===== config.mk =====
export PLATFORM = sky130hd
export DESIGN_NAME = dmem_arbiter
export DESIGN_NICKNAME = d
export VERILOG_FILES = /design/src/rtl/dmem_arbiter_pkg.sv /design/src/rtl/dmem_arbiter_rsp_tag_pipe.sv /design/src/rtl/dmem_arbiter.sv
export SDC_FILE = /design/constraint.sdc
export NUM_CORES = 1
export LEC_CHECK = 0
export ABC_AREA = 1
export BUFFER_PORTS_ARGS = -buffer_cell sky130_fd_sc_hd__clkbuf_2
export CORE_AREA = 5 5 223 225
export CTS_CLUSTER_SIZE = 10
export DETAILED_ROUTE_END_ITERATION = 16
export DIE_AREA = 0 0 228 230
export GPL_ROUTABILITY_DRIVEN = 0
export PLACE_DENSITY = 0.33
export SYNTH_ARGS = -nofsm -noshare
export SYNTH_HDL_FRONTEND = slang
export SYNTH_SLANG_ARGS = --single-unit

===== constraint.sdc =====
create_clock -name clk -period 1.6 [get_ports clk]
set_input_delay 0.32 -clock clk [delete_from_list [all_inputs] [get_ports clk]]
set_output_delay 0.32 -clock clk [all_outputs]
set_load 0.1 [all_outputs]

===== src/rtl/dmem_arbiter_pkg.sv =====
// dmem_arbiter_pkg: shared constants and response tag type
// for the data-memory arbiter.
package dmem_arbiter_pkg;

  localparam logic OWNER_CPU = 1'b0;
  localparam logic OWNER_LDR = 1'b1;

  localparam int ARB_RR       = 0;
  localparam int ARB_CPU_PRIO = 1;

  typedef struct packed {
    logic vld;
    logic owner;
    logic is_rd;
  } rsp_tag_t;

endpackage


===== src/rtl/dmem_arbiter_rsp_tag_pipe.sv =====
// rsp_tag_pipe: MEM_LAT-deep shift register of response tags
// that tracks which requester owns each in-flight access.
module rsp_tag_pipe
  import dmem_arbiter_pkg::*;
#(
  parameter int MEM_LAT = 1
) (
  input  logic     clk,
  input  logic     reset,
  input  rsp_tag_t tag_in,
  output rsp_tag_t tag_out
);

  rsp_tag_t stage [MEM_LAT];

  always_ff @(posedge clk) begin
    if (reset) begin
      for (int i = 0; i < MEM_LAT; i++)
        stage[i] <= '0;
    end else begin
      stage[0] <= tag_in;
      for (int i = 1; i < MEM_LAT; i++)
        stage[i] <= stage[i-1];
    end
  end

  assign tag_out = stage[MEM_LAT-1];

endmodule


===== src/rtl/dmem_arbiter.sv =====
// dmem_arbiter: shares one dmem port between the CPU
// load/store unit and the boot/debug loader.
module dmem_arbiter
  import dmem_arbiter_pkg::*;
#(
  parameter int ADDR_W     = 64,
  parameter int DATA_W     = 64,
  parameter int MEM_LAT    = 1,
  parameter int ARB_MODE   = 0,
  parameter int STARVE_MAX = 4
) (
  input  logic              clk,
  input  logic              reset,
  input  logic              cpu_req_valid,
  input  logic              cpu_req_write,
  input  logic [ADDR_W-1:0] cpu_req_addr,
  input  logic [DATA_W-1:0] cpu_req_wdata,
  output logic              cpu_req_ready,
  output logic              cpu_stall,
  output logic              cpu_rsp_valid,
  output logic [DATA_W-1:0] cpu_rsp_rdata,
  input  logic              ldr_req_valid,
  input  logic              ldr_req_write,
  input  logic [ADDR_W-1:0] ldr_req_addr,
  input  logic [DATA_W-1:0] ldr_req_wdata,
  output logic              ldr_req_ready,
  output logic              ldr_rsp_valid,
  output logic [DATA_W-1:0] ldr_rsp_rdata,
  output logic              mem_en,
  output logic              mem_we,
  output logic [ADDR_W-1:0] mem_addr,
  output logic [DATA_W-1:0] mem_wdata,
  input  logic [DATA_W-1:0] mem_rdata
);

  localparam int SW = $clog2(STARVE_MAX + 1);
  localparam logic [SW-1:0] S_MAX = SW'(STARVE_MAX);

  logic          last_grant;
  logic [SW-1:0] starve_cnt;
  logic          gnt_cpu;
  logic          gnt_ldr;
  logic          xfer;
  logic          grantee;
  logic          rsp_hit;
  logic [DATA_W-1:0] rsp_data;
  rsp_tag_t      tag_in;
  rsp_tag_t      tag_out;

  // Grants are held low in reset so ready and mem_* stay 0.
  always_comb begin
    gnt_cpu = 1'b0;
    gnt_ldr = 1'b0;
    if (!reset) begin
      unique case (1'b1)
        cpu_req_valid && ldr_req_valid: begin
          if (ARB_MODE == ARB_RR)
            gnt_cpu = (last_grant == OWNER_LDR);
          else
            gnt_cpu = (starve_cnt != S_MAX);
          gnt_ldr = !gnt_cpu;
        end
        cpu_req_valid && !ldr_req_valid:
          gnt_cpu = 1'b1;
        !cpu_req_valid && ldr_req_valid:
          gnt_ldr = 1'b1;
        default: ;
      endcase
    end
  end

  assign xfer    = gnt_cpu | gnt_ldr;
  assign grantee = gnt_ldr ? OWNER_LDR : OWNER_CPU;

  assign cpu_req_ready = gnt_cpu;
  assign ldr_req_ready = gnt_ldr;
  assign cpu_stall     = cpu_req_valid & ~gnt_cpu;

  always_comb begin
    mem_en    = xfer;
    mem_we    = 1'b0;
    mem_addr  = '0;
    mem_wdata = '0;
    if (gnt_cpu) begin
      mem_we    = cpu_req_write;
      mem_addr  = cpu_req_addr;
      mem_wdata = cpu_req_wdata;
    end else if (gnt_ldr) begin
      mem_we    = ldr_req_write;
      mem_addr  = ldr_req_addr;
      mem_wdata = ldr_req_wdata;
    end
  end

  always_ff @(posedge clk) begin
    if (reset) begin
      last_grant <= OWNER_LDR;
      starve_cnt <= '0;
    end else begin
      if (xfer)
        last_grant <= grantee;
      if (ARB_MODE == ARB_CPU_PRIO) begin
        if (gnt_ldr)
          starve_cnt <= '0;
        else if (ldr_req_valid && gnt_cpu &&
                 starve_cnt != S_MAX)
          starve_cnt <= starve_cnt + 1'b1;
      end
    end
  end

  assign tag_in = '{xfer, grantee, xfer & ~mem_we};

  rsp_tag_pipe #(
    .MEM_LAT (MEM_LAT)
  ) u_pipe (
    .clk     (clk),
    .reset   (reset),
    .tag_in  (tag_in),
    .tag_out (tag_out)
  );

  // Store acks return zero data.
  assign rsp_hit  = tag_out.vld & ~reset;
  assign rsp_data = tag_out.is_rd ? mem_rdata : '0;

  assign cpu_rsp_valid =
    rsp_hit & (tag_out.owner == OWNER_CPU);
  assign ldr_rsp_valid =
    rsp_hit & (tag_out.owner == OWNER_LDR);
  assign cpu_rsp_rdata = cpu_rsp_valid ? rsp_data : '0;
  assign ldr_rsp_rdata = ldr_rsp_valid ? rsp_data : '0;

endmodule


# Yosys cells after proc, flatten, opt, wreduce, memory -nomap -nowiden
# Memory sizes are Yosys's and may differ from the RTL's.
# Index checks and enable logic that the tools add are counted.
[totals] ff_bits=1 mem_bits_rw=3 wordCells=40 memories=1
[classes] mux=21 bitwise=10 n_reduce_logical=7
[memory_table] memory="u_pipe.stage" words=1 width=3 read_ports=1 rd_clocked_by_memory_dff=0 write_ports=1 line="dmem_arbiter_rsp_tag_pipe.sv:14" source="rsp_tag_t stage [MEM_LAT];"
[ops] operator="$mux 64" count=7
[ops] operator="$mux 1" count=11
[ops] operator="$and 1x1->1" count=5
[ops] operator="$not 1->1" count=4
[ops] operator="$pmux 1 s2" count=2
[ops] operator="$logic_and 1x1->1" count=3
[ops] operator="$logic_not 1->1" count=3
[ops] operator="$mux 3" count=1
[ops] operator="$reduce_or 3->1" count=1
[ops] operator="$or 1x1->1" count=1

# Logic depth before layout (Yosys ltp)
# Gate-level depths: netlist of the first run.
[logic_depth] depth_word=11 ltp_mapped=8 mapped_depth_nobuf=5

# By module
# From an unflattened synthesis of the first run, not the netlist that was laid out.
[hier_totals] hier_cells=665 hier_area_um2=2851.5
[modules_own_cells] mod="dmem_arbiter" instances=1 cells_each=656 area_each_um2=2768.9
[modules_own_cells] mod="rsp_tag_pipe" instances=1 cells_each=9 area_each_um2=82.6

# Worst setup path before layout of the first run
# OpenSTA, ideal clock, no wires.
[synth_timing] path_type="input port to output port" from="input port reset" to="output port cpu_rsp_rdata[14]" t_arrival_ns=2.916 slack_ns=-1.636 stages=5 cell_sequence="inv_1 nand3b_1 buf_2 buf_1 nor3_1"
[synth_via] elab_chain_len=4
[synth_lines] item="start, declared" line="dmem_arbiter.sv:13" source="input logic reset,"
[synth_lines] item="$not 1->1" line="dmem_arbiter.sv:124" source="assign rsp_hit = tag_out.vld & ~reset;"
[synth_lines] item="$and 1x1->1" line="dmem_arbiter.sv:124"
[synth_lines] item="$and 1x1->1" line="dmem_arbiter.sv:128" source="rsp_hit & (tag_out.owner == OWNER_CPU);"
[synth_lines] item="$mux 64" line="dmem_arbiter.sv:131" source="assign cpu_rsp_rdata = cpu_rsp_valid ? rsp_data : '0;"
[synth_lines] item="end, declared" line="dmem_arbiter.sv:21" source="output logic [DATA_W-1:0] cpu_rsp_rdata,"
# No other way between the ends.

# Worst setup path in the final report of the first run
[layout_timing] from="register last_grant" to="output port mem_wdata[29]"
[layout_via] elab_chain_len=7 elab_cells_between_ends=9 classes_between="mux: 8; reduce/logical: 1"
[layout_lines] item="start, declared" line="dmem_arbiter.sv:39" source="logic last_grant;"
[layout_lines] item="start signal, assigned" line="dmem_arbiter.sv:101" source="last_grant <= grantee;"
[layout_lines] item="$mux 1 *" line="dmem_arbiter.sv:55" source="unique case (1'b1)"
[layout_lines] item="$mux 1 *" line="dmem_arbiter.sv:54" source="if (!reset) begin"
[layout_lines] item="$logic_not 1->1" line="dmem_arbiter.sv:61" source="gnt_ldr = !gnt_cpu;"
[layout_lines] item="$pmux 1 s2" line="dmem_arbiter.sv:55"
[layout_lines] item="$mux 1" line="dmem_arbiter.sv:54"
[layout_lines] item="$mux 64" line="dmem_arbiter.sv:88" source="end else if (gnt_ldr) begin"
[layout_lines] item="$mux 64 *" line="dmem_arbiter.sv:84" source="if (gnt_cpu) begin"
[layout_lines] item="end, declared" line="dmem_arbiter.sv:32" source="output logic [DATA_W-1:0] mem_wdata,"
# Every way passes the cells marked *; elsewhere a longest branch is shown, timed or not. The select of a mux whose other input is x is not followed.

==> implementation parameters, run 1 <==
Parameter                              Value

Clock tree
  Clock Sinks    4
  Clock buffers created by TritonCTS    3
  TritonCTS clock tree    done
  Clk slew on worst S/H paths    0.03 ns
  Number of H-tree levels    1
  Clock latency reported for the late side of the worst-skew pair    0.22 ns
  Buffer cell driving the clock tree root    sky130_fd_sc_hd__clkbuf_16
  # hold bufs at CTS    0
  Clk buf depth    2

Hold path
  Worst hold start    cpu_req_write
  Hold endpoint    u_pipe.stage[0][0]$_SDFF_PP0_
  Cells on Worst Hold Path    4
  Type of the most critical hold path    input port to register

Outcome
  Violated checks    negative setup slack
  Status    finished with violations

Global routing
  Number of antenna violations at the first check in global routing    2
  Overall overflow remaining after global route    0
  Total track usage    13.0%
  Pin count of the biggest net entering global routing    28
  First-pass GRT wire length    51.6 mm
  Number of global-route vias before repair    7289

Floorplan
  Placement row count    80
  Die outline width    228 microns
  Die height    230 microns
  Core area    47300 sq um
  Starting utilization of the core area    5.99%
  Io pins    589
  Die Outline Area    52400 sq um

Synth
  Gate count of the mapped netlist    661
  Average footprint of a synthesized cell    4.29 sq um
  Synthesized net count    987
  Sequential cell area fraction in the yosys report    2.82%
  Distinct cell type count of the synthesized netlist    17
  Synth warnings    0
  Post-synthesis register bit count    4
  Netlist area before placement    2840 sq um

Worst setup path
  Critical Path Slowest Stage Cell    sky130_fd_sc_hd__dfxtp_2
  CP Class    register to output port
  Startpoint kind of the worst setup timing path    register
  Kind of end point of the critical path    output port
  Critical-path cell list    inv_2 > nand2_2 > and2_4 > buf_12 > buf_16 > buf_8 > nand2_2 > nand2_4 > buf_12
  CP Buf/Inv Count    5
  Cell family with most CP delay    buffers and inverters
  Startpoint of the worst-slack reg-to-reg timing path    last_grant$_SDFFE_PP1P_
  Crit Reg-Reg Endpoint    u_pipe.stage[0][0]$_SDFF_PP0_
  R2r worst-path depth    7
  CP max FO    6
  Required @ worst endpoint    1.28 ns
  Crit-path max cell delay    0.34 ns
  Minimum setup slack among reg-to-reg paths    0.61 ns
  Crit path arrival time    1.61 ns

Placed design
  Final HPWL DP    32.5 mm
  Port bufs    588
  Worst setup timing slack at the placement stage    -0.528 ns
  Area after DPL    13500 sq um

Cells and area
  Ratio of cells with drive above 1 in the final layout    84.4%
  Filler cells    4877
  Number of nets at the end of the flow    1643
  Final Cell Area    15200 sq um
  Commonest cells after routing, fill and taps aside    324 x sky130_fd_sc_hd__clkbuf_2, 300 x sky130_fd_sc_hd__buf_12, 172 x sky130_fd_sc_hd__nand2_4
  Layout-stage area growth over the synthesis result    437%
  Most common cell after layout, fill and taps aside    sky130_fd_sc_hd__clkbuf_2

Timing
  Final number of hold-violating endpoints    0
  Final setup violation count    260
  RSZ-0062 raised after global routing    true
  Post-layout minimum cycle time    1.93 ns
  Final slew viol count    0
  Post-route setup slack    -0.326 ns
  Final clock skew    0.00154 ns
  Highest clock frequency the design can meet    0.519 GHz
  Final period utilization    120%
  Slew at the pin closest to its max-slew limit    0.267 ns
  Worst rel slew slack    82.2%

Route
  Via Count    6704
  Remaining antenna violation count after routing    0
  Wire length per cell after detailed routing    19.1 microns
  Drt total wl    36.9 mm
  Vias per cell    3.47
  DRC violations left    0
  Detailed router's first-iteration violation count    131
  First-pass DRT Iterations    4

Power
  Reported leakage power    7.33 nW
  Overall Power    6.05 mW
  Power density over the cells    397 nW/um^2
  Maximum VDD drop    0.229 mV

Flow run
  Max-capacitance violation count    0
==> stage by stage <==
| step | setup TNS [ns] | cells | util [%] | hold WS [ns] |
|---|---|---|---|---|
| 2_1_floorplan | -34.11 | 661 | - | 0.441 |
| 3_3_place_gp | -77.93 | 1881 | 28.5 | 0.492 |
| 3_5_place_dp | -77.97 | 1881 | 28.5 | 0.495 |
| 4_1_cts | -63.16 | 1905 | 30.8 | 0.459 |
| 5_1_grt | -77.11 | 1930 | 32.2 | 0.467 |
| 6_report | -62.48 | 1931 | 32.2 | 0.441 |
==> synthesized netlist by cell type <==
library cell | number | share of area (%)
sky130_fd_sc_hd__clkbuf_1 | 15 | 2.0
sky130_fd_sc_hd__o211ai_1 | 1 | 0.26
sky130_fd_sc_hd__nand2_1 | 387 | 51
sky130_fd_sc_hd__inv_2 | 1 | 0.13
sky130_fd_sc_hd__nor3_1 | 128 | 23
sky130_fd_sc_hd__dfxtp_1 | 4 | 2.8
sky130_fd_sc_hd__buf_2 | 21 | 3.7
sky130_fd_sc_hd__buf_1 | 10 | 1.3
sky130_fd_sc_hd__buf_6 | 11 | 4.4
sky130_fd_sc_hd__inv_1 | 73 | 9.7
sky130_fd_sc_hd__nand4_1 | 1 | 0.22
sky130_fd_sc_hd__nand3b_1 | 1 | 0.26
sky130_fd_sc_hd__nand3_1 | 3 | 0.53
sky130_fd_sc_hd__nor2_2 | 1 | 0.22
sky130_fd_sc_hd__nor2_1 | 2 | 0.26
sky130_fd_sc_hd__o21ai_0 | 1 | 0.18
sky130_fd_sc_hd__and2_1 | 1 | 0.22
==> flip-flops by register name, summed over array words and instances (netlist names) <==
name and flops:
u_pipe.stage 3, last_grant 1
==> layer usage <==
layer | up-vias | global-route usage (%) | wire, microns
met3 | 11 | 4.48 | 3110
li1 | 3352 | - | -
met1 | 2996 | 13.2 | 12500
met2 | 343 | 26.3 | 20900
met4 | 2 | 1.66 | 449
met5 | - | 0 | 13
==> worst max path at each step <==
| stage | start | end | slack (ns) | cells past startpoint |
|---|---|---|---|---|
| after CTS | last_grant$_SDFFE_PP1P_ | mem_addr[41] | -0.32 | 9 |
| after detailed placement | reset | mem_wdata[52] | -0.53 | 8 |
| final | last_grant$_SDFFE_PP1P_ | mem_wdata[29] | -0.33 | 9 |
| after global routing | last_grant$_SDFFE_PP1P_ | mem_addr[29] | -0.38 | 9 |
| after floorplan | u_pipe.stage[0][1]$_SDFF_PP0_ | cpu_rsp_rdata[14] | -0.38 | 4 |
| after global placement | reset | mem_wdata[52] | -0.55 | 8 |
==> timing repair <==
action | 4_1_cts | 5_1_grt
pin swaps | 20 | 24
gates cloned | 11 | 7
resized for setup | 185 | 105
setup endpoints to repair | 262 | 263
buffers inserted | 10 | 22
==> cells by family after synthesis <==
| family | after synthesis | share of synthesized area, % |
|---|---|---|
| buffers and inverters | 131 | 21.2 |
| flip-flops | 4 | 2.82 |
| AND/OR/NAND/NOR | 524 | 75.6 |
| AO/OA/AOI/OAI | 2 | 0.441 |
==> area by class of cell <==
type	instances	area, sq um	share of cell area [%]
diodes	1	2.50	0.0164
multi-input cells	526	5160	33.9
inverters	74	334	2.19
repair buffers	705	8760	57.5
flip-flops and latches	4	87.6	0.575
clock buffers	3	75.1	0.493
repair inverters	3	41.3	0.271
well taps	615	769	5.05
==> report_power, final <==
group	internal [mW]	switching (mW)	leakage, nW
sequential	0.109	0.00929	0.0342
clock	0.319	0.0662	0.0370
combinational	2.03	3.52	7.26
==> worst min-delay path, delay by kind of cell <==
family	cells	cell delay, ns
buf+inv	1	0.09
simple gates	3	0.21
Note: power is estimated with default switching activity, not from simulation.
==> run 2: changes to the inputs <==
PLACE_DENSITY = 0.31   (was 0.33)
==> run 2 against run 1 <==
Net effect:
- the run still ends with negative setup slack left
- global-route usage is 0.59 points lower
- maximum frequency increased by 1.8%
- utilization down 2.5 points
- sequential cell count did not move
- worst hold slack better by 0.0073 ns
- critical path depth fell by 1
- clock power about the same
- non-clock buffer count is 44 lower
- wire length decreased by 6.1%
- die area is the same
- worst setup slack better by 0.035 ns
- critical endpoint is now mem_addr[52]
- highest routed layer unchanged
==> implementation parameters, run 2 (same netlist as run 1, synthesis figures left out) <==
Parameter                              Value

Worst setup path
  Startpoint of the worst-slack reg-to-reg timing path    last_grant$_SDFFE_PP1P_
  Cell family with most CP delay    buffers and inverters
  Crit. path cell count    8
  CP Class    register to output port
  Crit-path max cell delay    0.32 ns
  Crit path arrival time    1.57 ns
  CP Buf/Inv Count    4
  Kind of end point of the critical path    output port
  Worst setup startpoint    last_grant$_SDFFE_PP1P_
  Startpoint kind of the worst setup timing path    register
  Most repeated library cell on the critical path    sky130_fd_sc_hd__buf_12
  Required @ worst endpoint    1.28 ns
  Critical-path cell list    nand2_2 > nand3_4 > inv_12 > buf_12 > buf_4 > nand2_1 > nand2_4 > buf_12
  Critical Path Slowest Stage Cell    sky130_fd_sc_hd__dfxtp_2
  CP max FO    6
  R2r worst-path depth    6

Route
  Detailed router's first-iteration violation count    132
  First-pass DRT Iterations    5
  DRC violations left    0
  Remaining antenna violation count after routing    0
  Vias per cell    3.44
  Wire length per cell after detailed routing    18.4 microns
  Drt total wl    34.7 mm
  Via Count    6481

Timing
  Post-route setup slack    -0.292 ns
  Final setup violation count    260
  Worst rel slew slack    70.0%
  Post-layout minimum cycle time    1.89 ns
  Setup TNS Final    -48.82 ns
  Final clock skew    0.00157 ns
  Highest clock frequency the design can meet    0.529 GHz
  Final slew viol count    0
  Final number of hold-violating endpoints    0
  RSZ-0062 raised after global routing    true
  Slew at the pin closest to its max-slew limit    0.445 ns
  Final period utilization    118%

Cells and area
  Top register by number of flip-flops    u_pipe.stage
  Max reg flops    3
  Commonest cells after routing, fill and taps aside    324 x sky130_fd_sc_hd__clkbuf_2, 286 x sky130_fd_sc_hd__buf_12, 204 x sky130_fd_sc_hd__nand2_1
  Final standard cell utilization of the core    29.6%
  Ratio of cells with drive above 1 in the final layout    78.2%
  Layout-stage area growth over the synthesis result    395%
  Total inserted antenna cells    0
  Top Registers    u_pipe.stage x3, last_grant x1
  Number of nets at the end of the flow    1597
  Most common cell after layout, fill and taps aside    sky130_fd_sc_hd__clkbuf_2

Placed design
  Final HPWL DP    31.5 mm
  Port bufs    588
  Worst setup timing slack at the placement stage    -0.392 ns

Outcome
  Violated checks    negative setup slack
  Status    finished with violations

Clock tree
  Clock buffers created by TritonCTS    3
  Clk buf depth    2
  Clock latency reported for the late side of the worst-skew pair    0.22 ns
  Clk slew on worst S/H paths    0.03 ns
  Number of H-tree levels    1
  Clock Sinks    4
  TritonCTS clock tree    done
  Buffer cell driving the clock tree root    sky130_fd_sc_hd__clkbuf_16

Floorplan
  Io pins    589
  Die height    230 microns
  Die outline width    228 microns
  Core area    47300 sq um
  Die Outline Area    52400 sq um
  Placement row count    80
  Starting utilization of the core area    5.99%

Global routing
  Number of global-route vias before repair    7223
  First-pass GRT wire length    49.8 mm
  Number of antenna violations at the first check in global routing    4
  Total track usage    12.4%
  Overall overflow remaining after global route    0
  Pin count of the biggest net entering global routing    29

Power
  Reported leakage power    6.70 nW
  Maximum VDD drop    0.236 mV
  Power density over the cells    405 nW/um^2

Hold path
  Type of the most critical hold path    input port to register
  Cells on Worst Hold Path    2
  Worst hold start    cpu_req_valid

Flow run
  Max-capacitance violation count    0
run 2: cell types whose count changed in the layout (fill, tap and decap cells not counted), sizes merged:
cell    before  now
clkbuf     333  331
buf        373  332
diode        1    0
clkinv       2    0
bufbuf       2    1
run 2: repair_timing:
action | in CTS | in global routing
hold buffers | 0 | 0
endpoints found under the setup margin | 261 | 261
pin swaps | 17 | 8
hold endpoints to repair | 0 | 0
setup buffers | 8 | 2
cloned | 5 | 3
resized for setup | 77 | 31
run 2: worst paths after layout:
check / to / slack (ns)
worst max-delay path: mem_addr[52] / -0.29
worst min-delay path: last_grant$_SDFFE_PP1P_ / 0.45
worst max register to register: u_pipe.stage[0][0]$_SDFF_PP0_ / 0.67
worst min register to register: last_grant$_SDFFE_PP1P_ / 0.50
run 2: cell type report:
class / count / area (sq um)
repair inverters: 1 / 16.3
well taps: 615 / 769
clock buffers: 3 / 75.1
inverters: 74 / 329
fillers: 4992 / 33300
multi-input cells: 526 / 4830
repair buffers: 661 / 7930
flip-flops and latches: 4 / 85.1
run 2: metrics by stage:
step	cell area [sq um]	power (mW)	hold slack, ns	cells
6_report	14000	5.69	0.448	1884
5_1_grt	14000	5.90	0.485	1884
4_1_cts	13900	5.74	0.441	1881
3_5_place_dp	13300	5.19	0.494	1865
3_3_place_gp	13300	5.18	0.489	1865
2_1_floorplan	5770	3.26	0.441	661
run 2: where the power goes:
group | total (mW) | internal (mW) | switching [mW] | leakage [nW]
clock | 0.385 | 0.319 | 0.0663 | 0.0370
sequential | 0.117 | 0.109 | 0.00762 | 0.0339
combinational | 5.18 | 1.81 | 3.38 | 6.63
run 2: metal layers:
layer | vias up | share of wire [%] | GRT usage [%]
met5 | - | 0.020 | 0
met4 | 2 | 2.7 | 2.85
met3 | 28 | 9.0 | 4.31
met2 | 354 | 54 | 23.6
met1 | 2858 | 35 | 13.3
li1 | 3239 | - | -
